**src/rtl/regfile_pkg.sv**
```systemverilog
// -----------------------------------------------------------------------------
// regfile_pkg
// Shared constants and types for the register-file write scheduler.
//   ADDR_W    : default register-address width
//   regaddr_t : register address type for the default width
//   XZR       : architectural index of the hardwired zero register
// -----------------------------------------------------------------------------
package regfile_pkg;

    localparam int ADDR_W = 5;

    typedef logic [ADDR_W-1:0] regaddr_t;

    localparam int XZR = 31;

endpackage : regfile_pkg

```
**src/rtl/onehot_dec.sv**
```systemverilog
// -----------------------------------------------------------------------------
// onehot_dec
// Combinational ADDR_W-to-2**ADDR_W one-hot decoder with enable.
// Ports:
//   en_i   in  1        decode enable; all outputs 0 when low
//   addr_i in  ADDR_W   index to decode
//   dec_o  out NOUT     one-hot result (at most one bit set)
// -----------------------------------------------------------------------------
module onehot_dec #(
    parameter int ADDR_W = 5,
    parameter int NOUT   = 2**ADDR_W
) (
    input  logic              en_i,
    input  logic [ADDR_W-1:0] addr_i,
    output logic [NOUT-1:0]   dec_o
);
    import regfile_pkg::*;

    genvar gi;
    generate
        for (gi = 0; gi < NOUT; gi++) begin : g_bit
            assign dec_o[gi] = en_i && (addr_i == ADDR_W'(gi));
        end
    endgenerate

endmodule : onehot_dec

```
**src/rtl/regfile_wr_sched.sv**
```systemverilog
// -----------------------------------------------------------------------------
// regfile_wr_sched
// Writeback address decoder plus per-register pending-write scoreboard.
// Produces registered one-hot write enables for the register array and
// tracks which registers have an issued-but-not-written-back result, for
// RAW (busy_a/busy_b) and WAW (issue_ready) hazard detection.
//
// Ports:
//   clk          in   1         clock, rising edge
//   reset_n      in   1         asynchronous active-low reset
//   issue_valid  in   1         issuing instruction has a destination
//   issue_addr   in   ADDR_W    destination of the issuing instruction
//   issue_ready  out  1         issue may be accepted (combinational)
//   wb_valid     in   1         writeback this cycle
//   wb_addr      in   ADDR_W    writeback destination
//   wr_en        out  NREG      registered one-hot write enables
//   rd_addr_a/b  in   ADDR_W    source lookup addresses
//   busy_a/b     out  1         source has a pending write (combinational)
//   flush        in   1         synchronous clear of all pending bits
//   pending_cnt  out  ADDR_W+1  popcount of busy bits (registered)
//   wb_err       out  1         one-cycle pulse: writeback to non-busy reg
//
// Compile-time option: REGFILE_ZERO_REG_EN makes ZERO_REG a hardwired zero
// register (never busy, never written, never flagged).
// -----------------------------------------------------------------------------
module regfile_wr_sched #(
    parameter int ADDR_W   = regfile_pkg::ADDR_W,
    parameter int NREG     = 2**ADDR_W,
    parameter int ZERO_REG = NREG - 1
) (
    input  logic              clk,
    input  logic              reset_n,
    input  logic              issue_valid,
    input  logic [ADDR_W-1:0] issue_addr,
    output logic              issue_ready,
    input  logic              wb_valid,
    input  logic [ADDR_W-1:0] wb_addr,
    output logic [NREG-1:0]   wr_en,
    input  logic [ADDR_W-1:0] rd_addr_a,
    input  logic [ADDR_W-1:0] rd_addr_b,
    output logic              busy_a,
    output logic              busy_b,
    input  logic              flush,
    output logic [ADDR_W:0]   pending_cnt,
    output logic              wb_err
);
    import regfile_pkg::*;

`ifdef REGFILE_ZERO_REG_EN
    localparam bit ZERO_EN = 1'b1;
`else
    localparam bit ZERO_EN = 1'b0;
`endif

    // Constant-folds to 0 when the zero-register option is off.
    function automatic logic is_zero(input logic [ADDR_W-1:0] a);
        return ZERO_EN && (a == ADDR_W'(ZERO_REG));
    endfunction

    logic [NREG-1:0] busy_q, busy_d;
    logic [NREG-1:0] wr_en_q, wr_en_d;
    logic [ADDR_W:0] cnt_q, cnt_d;
    logic            wb_err_q, wb_err_d;

    logic            issue_zero, wb_zero;
    logic            issue_acc, wb_act;
    logic [NREG-1:0] issue_mask, wb_mask;

    assign issue_zero = is_zero(issue_addr);
    assign wb_zero    = is_zero(wb_addr);

    // WAW stall, bypassed when the pending write retires this very cycle.
    assign issue_ready = !busy_q[issue_addr]
                      || (wb_valid && (wb_addr == issue_addr))
                      || issue_zero;

    // A flush squashes the issuing instruction even though it saw ready.
    assign issue_acc = issue_valid && issue_ready && !flush && !issue_zero;
    assign wb_act    = wb_valid && !wb_zero;

    onehot_dec #(.ADDR_W(ADDR_W), .NOUT(NREG)) u_issue_dec (
        .en_i   (issue_acc),
        .addr_i (issue_addr),
        .dec_o  (issue_mask)
    );

    onehot_dec #(.ADDR_W(ADDR_W), .NOUT(NREG)) u_wb_dec (
        .en_i   (wb_act),
        .addr_i (wb_addr),
        .dec_o  (wb_mask)
    );

    // Set beats clear, so a same-cycle issue+wb to one register stays busy.
    always_comb begin
        busy_d   = flush ? '0 : ((busy_q & ~wb_mask) | issue_mask);
        wr_en_d  = wb_mask;
        wb_err_d = wb_act && !flush && !busy_q[wb_addr];
        cnt_d    = '0;
        for (int i = 0; i < NREG; i++) begin
            cnt_d = cnt_d + {{ADDR_W{1'b0}}, busy_d[i]};
        end
    end

    always_ff @(posedge clk or negedge reset_n) begin
        if (!reset_n) begin
            busy_q   <= '0;
            wr_en_q  <= '0;
            cnt_q    <= '0;
            wb_err_q <= 1'b0;
        end else begin
            busy_q   <= busy_d;
            wr_en_q  <= wr_en_d;
            cnt_q    <= cnt_d;
            wb_err_q <= wb_err_d;
        end
    end

    // Lookups see current state only; same-cycle writebacks are forwarded
    // elsewhere in the pipeline.
    assign busy_a = busy_q[rd_addr_a] && !is_zero(rd_addr_a);
    assign busy_b = busy_q[rd_addr_b] && !is_zero(rd_addr_b);

    assign wr_en       = wr_en_q;
    assign pending_cnt = cnt_q;
    assign wb_err      = wb_err_q;

endmodule : regfile_wr_sched

```
**config.mk**
```make
export PLATFORM = sky130hd
export DESIGN_NAME = regfile_wr_sched
export DESIGN_NICKNAME = d
export VERILOG_FILES = /design/src/rtl/regfile_pkg.sv /design/src/rtl/onehot_dec.sv /design/src/rtl/regfile_wr_sched.sv
export SDC_FILE = /design/constraint.sdc
export NUM_CORES = 1
export LEC_CHECK = 0
export ABC_AREA = 1
export ABC_CLOCK_PERIOD_IN_PS = 5600
export BUFFER_PORTS_ARGS = -buffer_cell sky130_fd_sc_hd__buf_2
export CAP_MARGIN = 25
export CORE_UTILIZATION = 30
export CTS_CLUSTER_SIZE = 8
export DETAILED_ROUTE_END_ITERATION = 7
export GPL_ROUTABILITY_DRIVEN = 0
export PLACE_DENSITY = 0.5
export SLEW_MARGIN = 20
export SYNTH_ARGS = -nofsm -noshare
export SYNTH_HDL_FRONTEND = slang
export SYNTH_HIERARCHICAL = 1
export SYNTH_SLANG_ARGS = --single-unit
```
**constraint.sdc**
```tcl
create_clock -name clk -period 5.6 [get_ports clk]
set_clock_uncertainty 0.1 [all_clocks]
set_input_delay 1.68 -clock clk [delete_from_list [all_inputs] [get_ports clk]]
set_output_delay 1.68 -clock clk [all_outputs]
set_load 0.05 [all_outputs]
```
==> impl_metrics.ini, run 1 <==
[outcome]
status = complete, but fails checks
failed_checks = negative setup slack

[global_route]
grt_usage_pct = 23.4
grt_pass1_wl_um = 28900
antenna_found_initial = 0
grt_remaining_overflow = 0
grt_max_degree = 44
grt_pass1_vias = 5301

[timing]
timing.fmax_mhz = 145
slew_viol_final = 0
worst_slew_pin_slew_ns = 0.566
setup_ws_ns = -1.31
rsz0062_at_grt = yes
period_share_pct = 123
hold_slack_ns = 0.660
period_minus_slack_ns = 6.91
finalHoldViolations = 0
finalSetupViolations = 6
slew_headroom_pct = 62.3
setup_tns_ns = -7.13

[detailed_routing]
ant_nets = 0
routed_via_density = 4.80
num_vias = 5420
met2_length_um = 8340
drc = 0
wl_per_cell_um = 16.5
drt_iter0_markers = 405
wl_um = 18600
drtPass1Iterations = 5
drt-met1-wl_um = 7730
maxUsedRoutingLayer = met4
wl_met3_um = 1370

[logic_synthesis]
synthTopCellsByCount = 121 x nor2_1, 115 x inv_1, 110 x nand2_1, 71 x dfrtp_1, 54 x a21oi_1
synth.area.top_cells = dfrtp_1 36%, fa_1 9.7%, nor2_1 9.2%
ys_types = 27
synth_top_family_by_area = simple AND/OR/NAND/NOR gates
synth_compound_area_share_pct = 12.6
synthAdderAreaFrac_pct = 11.5
synth-warning-count = 6
synthSimpleGateAreaFrac_pct = 27.0
synth_top_area_share_pct = 35.8
ys_seq_area_share_pct = 35.8
synth.net_count = 735
synth_area_um2 = 4960
synth_mux_area_share_pct = 0
netlist_instances = 679
synth-seq-cells = 71
synth_xor_xnor_area_share_pct = 0.530
synth_flop_cell = dfrtp_1
avgSynthCellArea_um2 = 7.30
synth_most_common_cell = nor2_1
synthArstFlopShare_pct = 100
synth_top_cell_by_area = dfrtp_1
synth_edf_count = 0

[setup_path]
start_kind = input port
crit_fanout = 5
worst_ep_required_time_ns = 5.78
crit_slowest_cell = fa_1
path_common_cell = fa_1
arrival_ns = 7.09
worstSetupPathType = input port to flop
end_kind = flop
cp_slowest_stage_delay_ns = 0.56

[place]
numPortBuffers = 66
dpl_cell_area_um2 = 6580
dp_hpwl_um = 14800
dp.cells = 1082

[die]
die_w_um = 131
die_h_um = 131
design.die.area_um2 = 17000
placementRows = 46
start_util_pct = 31.0
core_um2 = 16000
ios = 67

[finish]
design_area_um2 = 7400
multi_input_area_um2 = 2780
syn2layout_area_growth_pct = 49.3
num-fill-cells = 1628
antenna-diode-count = 0
instances_no_fill = 1130
fin_nets = 965
drive_gt1_share_pct = 37.9
seq_area_um2 = 1780

[clocking]
clockBufferDepth = 2
cts_hold_buf = 0
clk_latency_ns = 0.35
root_buffer = clkbuf_16
htreeDepth = 3
cts_tree = done
numCtsBuffers = 9
cts.sinks = 71
cts.clk_slew.worst_paths_ns = 0.06

[worst_hold_path]
min_path_type = flop to flop

[power]
power_density_nw_per_um2 = 184
power_leakage_nw = 3.87
ir_worst_vdd_mv = 0.142

[job]
maxCapViolCount = 0
-- registers in the layout, summed over array words and instances (netlist names) --
signal       cells
pending_cnt      6
wb_err           1
busy_q          32
wr_en           32
-- where the power goes --
part	internal (mW)	leakage (nW)	switching (mW)
registers	0.518	0.989	0.00196
logic	0.0893	2.73	0.149
clock network	0.381	0.147	0.225
-- routing by layer --
layer | vias up | track usage [%]
li1 | 2582 | -
met1 | 2535 | 29.4
met2 | 235 | 36.6
met3 | 68 | 5.99
met4 | 0 | 13.3
met5 | - | 0
-- cell families after synthesis --
group | Yosys count
adder cells (fa/ha/maj) | 31
AND/OR/NAND/NOR | 314
AO/OA/AOI/OAI | 113
flip-flops | 71
XOR/XNOR | 3
buffers and inverters | 147
-- final cells by class --
type	count	share of cell area (%)
multi-input combinational	461	37.6
sequential	71	24.0
timing repair buffer	244	24.0
inverter	121	6.44
tap	216	3.65
clock buffer	12	3.60
clock inverter	4	0.710
timing repair inverter	1	0.0507
-- final timing paths --
kind | from | slack (ns) | endpoint | cells after the start
min in group asynchronous | reset_n | 1.22 | wr_en[4] | 1
max in group asynchronous | reset_n | 3.37 | busy_q[17] | 2
max reg2reg | busy_q[17] | -0.27 | pending_cnt[3] | 30
max | issue_addr[2] | -1.31 | pending_cnt[3] | 29
min reg2reg | busy_q[16] | 0.66 | wb_err | 5
min | busy_q[16] | 0.66 | wb_err | 5
-- cells in the final DEF, fill, tap and decap left out, types with 3 or more instances in the layout --
cell type   Yosys  routed
buf_4           3     171
nor2_1        121     113
inv_1         115     107
nand2_1       110     103
dfrtp_1        71      71
buf_2          14      63
a21oi_1        54      46
nand3_1        53      41
o21ai_0        27      26
fa_1           24      21
o211ai_1       20      20
nand3_2         5      16
or2_2          13      13
nor2_2          8      13
inv_2           5      12
clkbuf_16       0       9
a21oi_2         0       8
o21ai_1         7       7
ha_1            7       6
nand2_4         0       5
nand2_2         3       4
buf_6           5       4
o22ai_1         3       3
fa_2            0       3
clkbuf_8        0       3
clkinvlp_4      0       3
buf_12          0       3
nor2_4          0       3
-- repair_timing --
item,in CTS,in global routing
pin swaps,26,11
setup endpoints to repair,6,6
setup buffers,25,4
resized for setup,48,19
gates cloned,3,0
-- critical path: cells and delay by family --
kind / cells / cell delay (ns)
AO/OA/AOI/OAI: 4 / 0.60
XOR/XNOR: 1 / 0.12
adder cells (fa/ha/maj): 7 / 3.20
buffers and inverters: 10 / 0.89
AND/OR/NAND/NOR: 7 / 0.57
-- through the flow --
| step | total power [mW] | utilization [%] | setup slack, ns |
|---|---|---|---|
| floorplan | 0.654 | - | -1.66 |
| global placement | 0.740 | 41.1 | -1.96 |
| finish | 1.36 | 46.3 | -1.31 |
| detailed placement | 0.741 | 41.1 | -2.08 |
| CTS | 1.37 | 45.7 | -1.31 |
| global route | 1.43 | 46.3 | -1.56 |
(Power assumes the default switching activity.)
==> run 2, diff against run 1 <==
--- a/config.mk
+++ b/config.mk
@@ -9,11 +9,13 @@
 export ABC_CLOCK_PERIOD_IN_PS = 5600
 export BUFFER_PORTS_ARGS = -buffer_cell sky130_fd_sc_hd__buf_2
 export CAP_MARGIN = 25
-export CORE_UTILIZATION = 30
+export CORE_ASPECT_RATIO = 0.75
+export CORE_UTILIZATION = 53
+export CTS_BUF_LIST = sky130_fd_sc_hd__clkbuf_16
 export CTS_CLUSTER_SIZE = 8
 export DETAILED_ROUTE_END_ITERATION = 7
 export GPL_ROUTABILITY_DRIVEN = 0
-export PLACE_DENSITY = 0.5
+export PLACE_DENSITY = 0.78
 export SLEW_MARGIN = 20
 export SYNTH_ARGS = -nofsm -noshare
 export SYNTH_HDL_FRONTEND = slang
==> run 2 against run 1 <==
- the flow still finishes with violations (negative setup slack)
- sequential share of layout area grew 1.2 points
- worst hold slack lost 0.0036 ns
- fmax shrank 1.9%
- combinational power grew 2%
- global-route usage grew 16 points
- non-clock buffer count shrank 38
- sequential cell count is the same
- first-iteration DRC count grew 130%
- routed wire length grew 0.87%
- die area shrank 43%
- final area shrank 4.7%
- critical endpoint unchanged
==> impl_metrics.ini, run 2 (same netlist as run 1, synthesis figures left out) <==
[detailed_routing]
drtPass1Iterations = 6
drc = 0
ant_nets = 0
routed_via_density = 5.73
wl_um = 18800
num_vias = 5740
drt_iter0_markers = 917
wl_per_cell_um = 18.7

[finish]
multi_input_area_um2 = 2860
num-fill-cells = 586
drive_gt1_share_pct = 37.3
mostFrequentLayoutCell = buf_4
seq_area_um2 = 1780
syn2layout_area_growth_pct = 42.3
fin_nets = 927
design_area_um2 = 7050
final_cell_mix = 134 x buf_4, 108 x nor2_1, 101 x inv_1, 100 x nand2_1, 71 x dfrtp_1
antenna-diode-count = 0

[job]
maxCapViolCount = 0

[setup_path]
arrival_ns = 7.22
crit_fanout = 5
start_kind = input port
end_kind = flop
crit_slowest_cell = fa_2
cp_slowest_stage_delay_ns = 0.64
worstSetupPathType = input port to flop
cpLargestDelayFamily = adder cells
path_common_cell = inv_2
worst_ep_required_time_ns = 5.77
critPathBufInv = 8

[place]
dp_hpwl_um = 13900
dpl_cell_area_um2 = 6340
numPortBuffers = 66
preCtsSetupSlack_ns = -2.14

[timing]
slew_headroom_pct = 51.3
finalHoldViolations = 0
period_minus_slack_ns = 7.05
period_share_pct = 126
worst_slew_pin_slew_ns = 0.730
setup_ws_ns = -1.45
slew_viol_final = 0
finalSetupViolations = 6
timing.fmax_mhz = 142
rsz0062_at_grt = yes

[die]
core_um2 = 9050
die_w_um = 114
placementRows = 30
start_util_pct = 54.8
ios = 67
design.die.area_um2 = 9750
die_h_um = 85.8

[global_route]
antenna_found_initial = 0
grt_usage_pct = 39.8
grt_pass1_wl_um = 28500
grt_pass1_vias = 5632
grt_max_degree = 41
grt_remaining_overflow = 0

[clocking]
root_buffer = clkbuf_16
clockBufferDepth = 2
cts_tree = done
htreeDepth = 3
cts_hold_buf = 0
clk_latency_ns = 0.35
numCtsBuffers = 9
cts.sinks = 71
cts.clk_slew.worst_paths_ns = 0.06

[power]
power_leakage_nw = 3.63
power_density_nw_per_um2 = 194
fin_total_pwr_mw = 1.37
ir_worst_vdd_mv = 0.215

[worst_hold_path]
min_path_type = flop to flop

[outcome]
failed_checks = negative setup slack
status = complete, but fails checks
[run 2: final timing paths]
kind                               start              to  slack, ns  depth (start not counted)
max reg2reg                   busy_q[27]  pending_cnt[3]      -0.39                         29
min reg2reg                   busy_q[16]          wb_err       0.66                          5
min in group asynchronous        reset_n      busy_q[28]       1.29                          1
min                           busy_q[16]          wb_err       0.66                          5
max in group asynchronous        reset_n       wr_en[17]       3.10                          2
max                        issue_addr[0]  pending_cnt[3]      -1.45                         29
[run 2: power breakdown]
part	switching [mW]	internal, mW
clock network	0.223	0.386
logic	0.158	0.0832
registers	0.00199	0.518
[run 2: through the flow]
step / TNS [ns] / cells / hold WS [ns] / utilization (%)
final: -7.83 / 1002 / 0.657 / 78.0
after global routing: -8.69 / 1002 / 0.740 / 78.0
after CTS: -7.34 / 998 / 0.656 / 75.8
after detailed placement: -11.87 / 979 / 0.637 / 70.1
after global placement: -10.46 / 979 / 0.623 / 70.1
after floorplan: -8.97 / 679 / 0.527 / -
[run 2: final cells by class]
| type | count | share of cell area [%] |
|---|---|---|
| timing repair buffer | 206 | 20.8 |
| clock buffer | 9 | 3.19 |
| clock inverter | 5 | 1.19 |
| multi-input combinational | 462 | 40.5 |
| tap | 128 | 2.27 |
| sequential | 71 | 25.2 |
| inverter | 121 | 6.88 |
[run 2: worst min-delay path, stage by stage, from the launching register on]
cell     delay, ns
dfrtp_1       0.34
o21ai_0       0.08
nand3_1       0.07
nand3_1       0.06
nand3_1       0.08
a21oi_1       0.07
[run 2: timing repair]
action                                  CTS  global route
resized for setup                        40            49
endpoints found under the setup margin    6             6
pin swaps                                30            32
setup buffers                             2             5
gates cloned                              3             0
[run 2: per-layer routing]
layer | part of all wire (%) | up-vias | track usage [%]
met5 | 0 | - | 0
met4 | 5.5 | 0 | 19.3
met3 | 13 | 115 | 15.0
met2 | 45 | 455 | 61.4
met1 | 36 | 2664 | 49.5
li1 | - | 2506 | -
==> run 3, diff against run 2 <==
--- a/config.mk
+++ b/config.mk
@@ -5,12 +5,11 @@
 export SDC_FILE = /design/constraint.sdc
 export NUM_CORES = 1
 export LEC_CHECK = 0
-export ABC_AREA = 1
 export ABC_CLOCK_PERIOD_IN_PS = 5600
 export BUFFER_PORTS_ARGS = -buffer_cell sky130_fd_sc_hd__buf_2
 export CAP_MARGIN = 25
 export CORE_ASPECT_RATIO = 0.75
-export CORE_UTILIZATION = 53
+export CORE_UTILIZATION = 52
 export CTS_BUF_LIST = sky130_fd_sc_hd__clkbuf_16
 export CTS_CLUSTER_SIZE = 8
 export DETAILED_ROUTE_END_ITERATION = 7
==> run 3 against run 2 <==
- the flow still finishes with violations (negative setup slack)
- first-iteration DRC count decreased by 23%
- core utilization decreased by 2.8 points
- combinational power down 28%
- cell count down 29%
- count of clock-buffer cells in the layout unchanged
- clock power barely moved
- sequential share of layout area rose by 2.7 points
- sequential power about the same
- total power fell by 4.7%
- global-route usage is 1.1 points lower
- critical path type unchanged
- highest routed layer unchanged
==> impl_metrics.ini, run 3 <==
[outcome]
status = complete, but fails checks
failed_checks = negative setup slack

[finish]
instances_no_fill = 708
fin_nets = 651
num-fill-cells = 527
seq_area_um2 = 1780
antenna-diode-count = 0
multi_input_area_um2 = 2600
drive_gt1_share_pct = 45.0
mostFrequentLayoutCell = buf_4
final_cell_mix = 116 x buf_4, 79 x nor2_1, 71 x dfrtp_1, 62 x buf_2, 55 x inv_1
syn2layout_area_growth_pct = 39.5
utilization_pct = 75.2

[timing]
period_share_pct = 137
worst_slew_pin_slew_ns = 0.710
rsz0062_at_grt = yes
slew_headroom_pct = 52.7
finalHoldViolations = 0
setup_ws_ns = -2.05
slew_viol_final = 0
finalSetupViolations = 6
timing.fmax_mhz = 131
period_minus_slack_ns = 7.65

[logic_synthesis]
ys_types = 34
synth-warning-count = 6
synthSimpleGateAreaFrac_pct = 14.8
synth_compound_area_share_pct = 5.96
synth_top_area_share_pct = 38.8
synth_top_cell_by_area = dfrtp_1
synthAdderAreaFrac_pct = 12.4
netlist_instances = 413
synth_area_um2 = 4580
synth_edf_count = 0
synth_xor_xnor_area_share_pct = 1.53
synth_top_family_by_area = multiplexers
synth_flop_cell = dfrtp_1
avgSynthCellArea_um2 = 11.1
synthArstFlopShare_pct = 100
synth-seq-cells = 71
synth.area.top_cells = dfrtp_1 39%, mux4_2 17%, fa_1 11%
synthTopCellsByCount = 85 x nor2_1, 71 x dfrtp_1, 59 x inv_1, 34 x mux4_2, 24 x fa_1
synth_most_common_cell = nor2_1
ys_seq_area_share_pct = 38.8
synth_mux_area_share_pct = 19.9
synth.net_count = 469

[clocking]
cts.clk_slew.worst_paths_ns = 0.06
cts_tree = done
clockBufferDepth = 2
cts.sinks = 71
clk_latency_ns = 0.34
root_buffer = clkbuf_16
cts_hold_buf = 0
htreeDepth = 3
numCtsBuffers = 9

[worst_hold_path]
holdPathStages = 3
min_path_type = flop to flop
min-delay-start = busy_q[11]
hold_path_end = busy_q[11]

[setup_path]
path_common_cell = fa_1
end_kind = flop
cp_slowest_stage_delay_ns = 0.55
arrival_ns = 7.78
worstSetupPathType = input port to flop
ff2ff_setup_slack_ns = -1.00
r2r_end = pending_cnt[4]
r2r_cells = 24
worst_ep_required_time_ns = 5.73
start_kind = input port
crit_slowest_cell = fa_1
crit_fanout = 6
worst_r2r_startpoint = busy_q[24]

[global_route]
grt_pass1_wl_um = 25600
grt_usage_pct = 38.7
grt_pass1_vias = 4588
grt_max_degree = 43
grt_remaining_overflow = 0
antenna_found_initial = 0

[place]
dp_hpwl_um = 10900
preCtsSetupSlack_ns = -2.30
numPortBuffers = 66
dp.cells = 676

[detailed_routing]
drtPass1Iterations = 7
drc = 0
routed_via_density = 6.28
ant_nets = 0
num_vias = 4445
wl_per_cell_um = 22.8
drt_iter0_markers = 707
wl_um = 16100

[die]
die_w_um = 110
design.die.area_um2 = 9180
die_h_um = 83.2
placementRows = 29
ios = 67
start_util_pct = 53.9
core_um2 = 8490

[power]
power_density_nw_per_um2 = 205
power_leakage_nw = 3.37
fin_total_pwr_mw = 1.31
ir_worst_vdd_mv = 0.164

[job]
maxCapViolCount = 0
==> run 3: cell types whose count changed in the layout (fill, tap and decap cells not counted), moves of 20 or more <==
cell | previous run | this run
o211ai_1 | 20 | 0
mux4_2 | 0 | 34
nand3_1 | 42 | 2
inv_1 | 101 | 55
o21ai_0 | 26 | 0
nor2_1 | 108 | 79
a21oi_1 | 44 | 19
nand2_1 | 100 | 4
==> run 3: kinds of logic (layout without fill, tap and decap cells) <==
group / after synthesis / in the layout
AO/OA/AOI/OAI: 43 / 43
XOR/XNOR: 8 / 8
adder cells (fa/ha/maj): 31 / 31
buffers and inverters: 78 / 265
flip-flops: 71 / 71
multiplexers: 48 / 48
AND/OR/NAND/NOR: 134 / 134
==> run 3: worst max path at each step <==
stage	startpoint	to	slack [ns]
finish	issue_addr[1]	pending_cnt[4]	-2.05
global route	issue_addr[2]	pending_cnt[4]	-2.20
CTS	issue_addr[0]	pending_cnt[4]	-1.85
detailed placement	issue_addr[0]	pending_cnt[4]	-2.30
global placement	issue_addr[0]	pending_cnt[4]	-2.15
floorplan	issue_addr[2]	pending_cnt[4]	-2.01
==> run 3: power breakdown <==
group          switching (mW)  leakage [nW]  internal [mW]
clock                   0.226         0.147          0.386
sequential            0.00206         0.988          0.518
combinational           0.105          2.23         0.0695
==> run 3: area by class of cell <==
| class | count | share of cell area, % |
|---|---|---|
| clock buffers | 9 | 3.53 |
| clock inverters | 7 | 1.37 |
| inverters | 59 | 3.47 |
| multi-input cells | 264 | 40.8 |
| flip-flops and latches | 71 | 27.8 |
| well taps | 108 | 2.12 |
| repair buffers | 190 | 20.9 |
==> run 3: stage by stage <==
step                area (um2)  setup TNS [ns]  hold slack [ns]
floorplan                 4630          -10.83            0.502
global placement          5790          -11.91            0.659
detailed placement        5790          -12.70            0.669
CTS                       6400          -11.80            0.686
global route              6380          -12.05            0.714
finish                    6380          -11.20            0.666
==> run 3: repair_timing <==
action | in CTS | in global routing
setup endpoints to repair | 6 | 7
gates cloned | 0 | 0
pin swaps | 11 | 12
setup buffers | 27 | 7
gates resized for setup | 29 | 16
==> run 3: layer usage <==
layer | part of all wire [%] | GRT usage, %
met5 | 0 | 0
met1 | 35 | 50.2
met4 | 7.3 | 21.1
met2 | 43 | 54.9
met3 | 14 | 15.7
==> run 3: worst max-delay path, delay by kind of cell <==
family	cells	cell delay (ns)
buf+inv	8	0.71
xor+xnor	2	0.28
fa+ha+maj	8	3.58
compound gates	4	0.58
simple gates	4	0.93
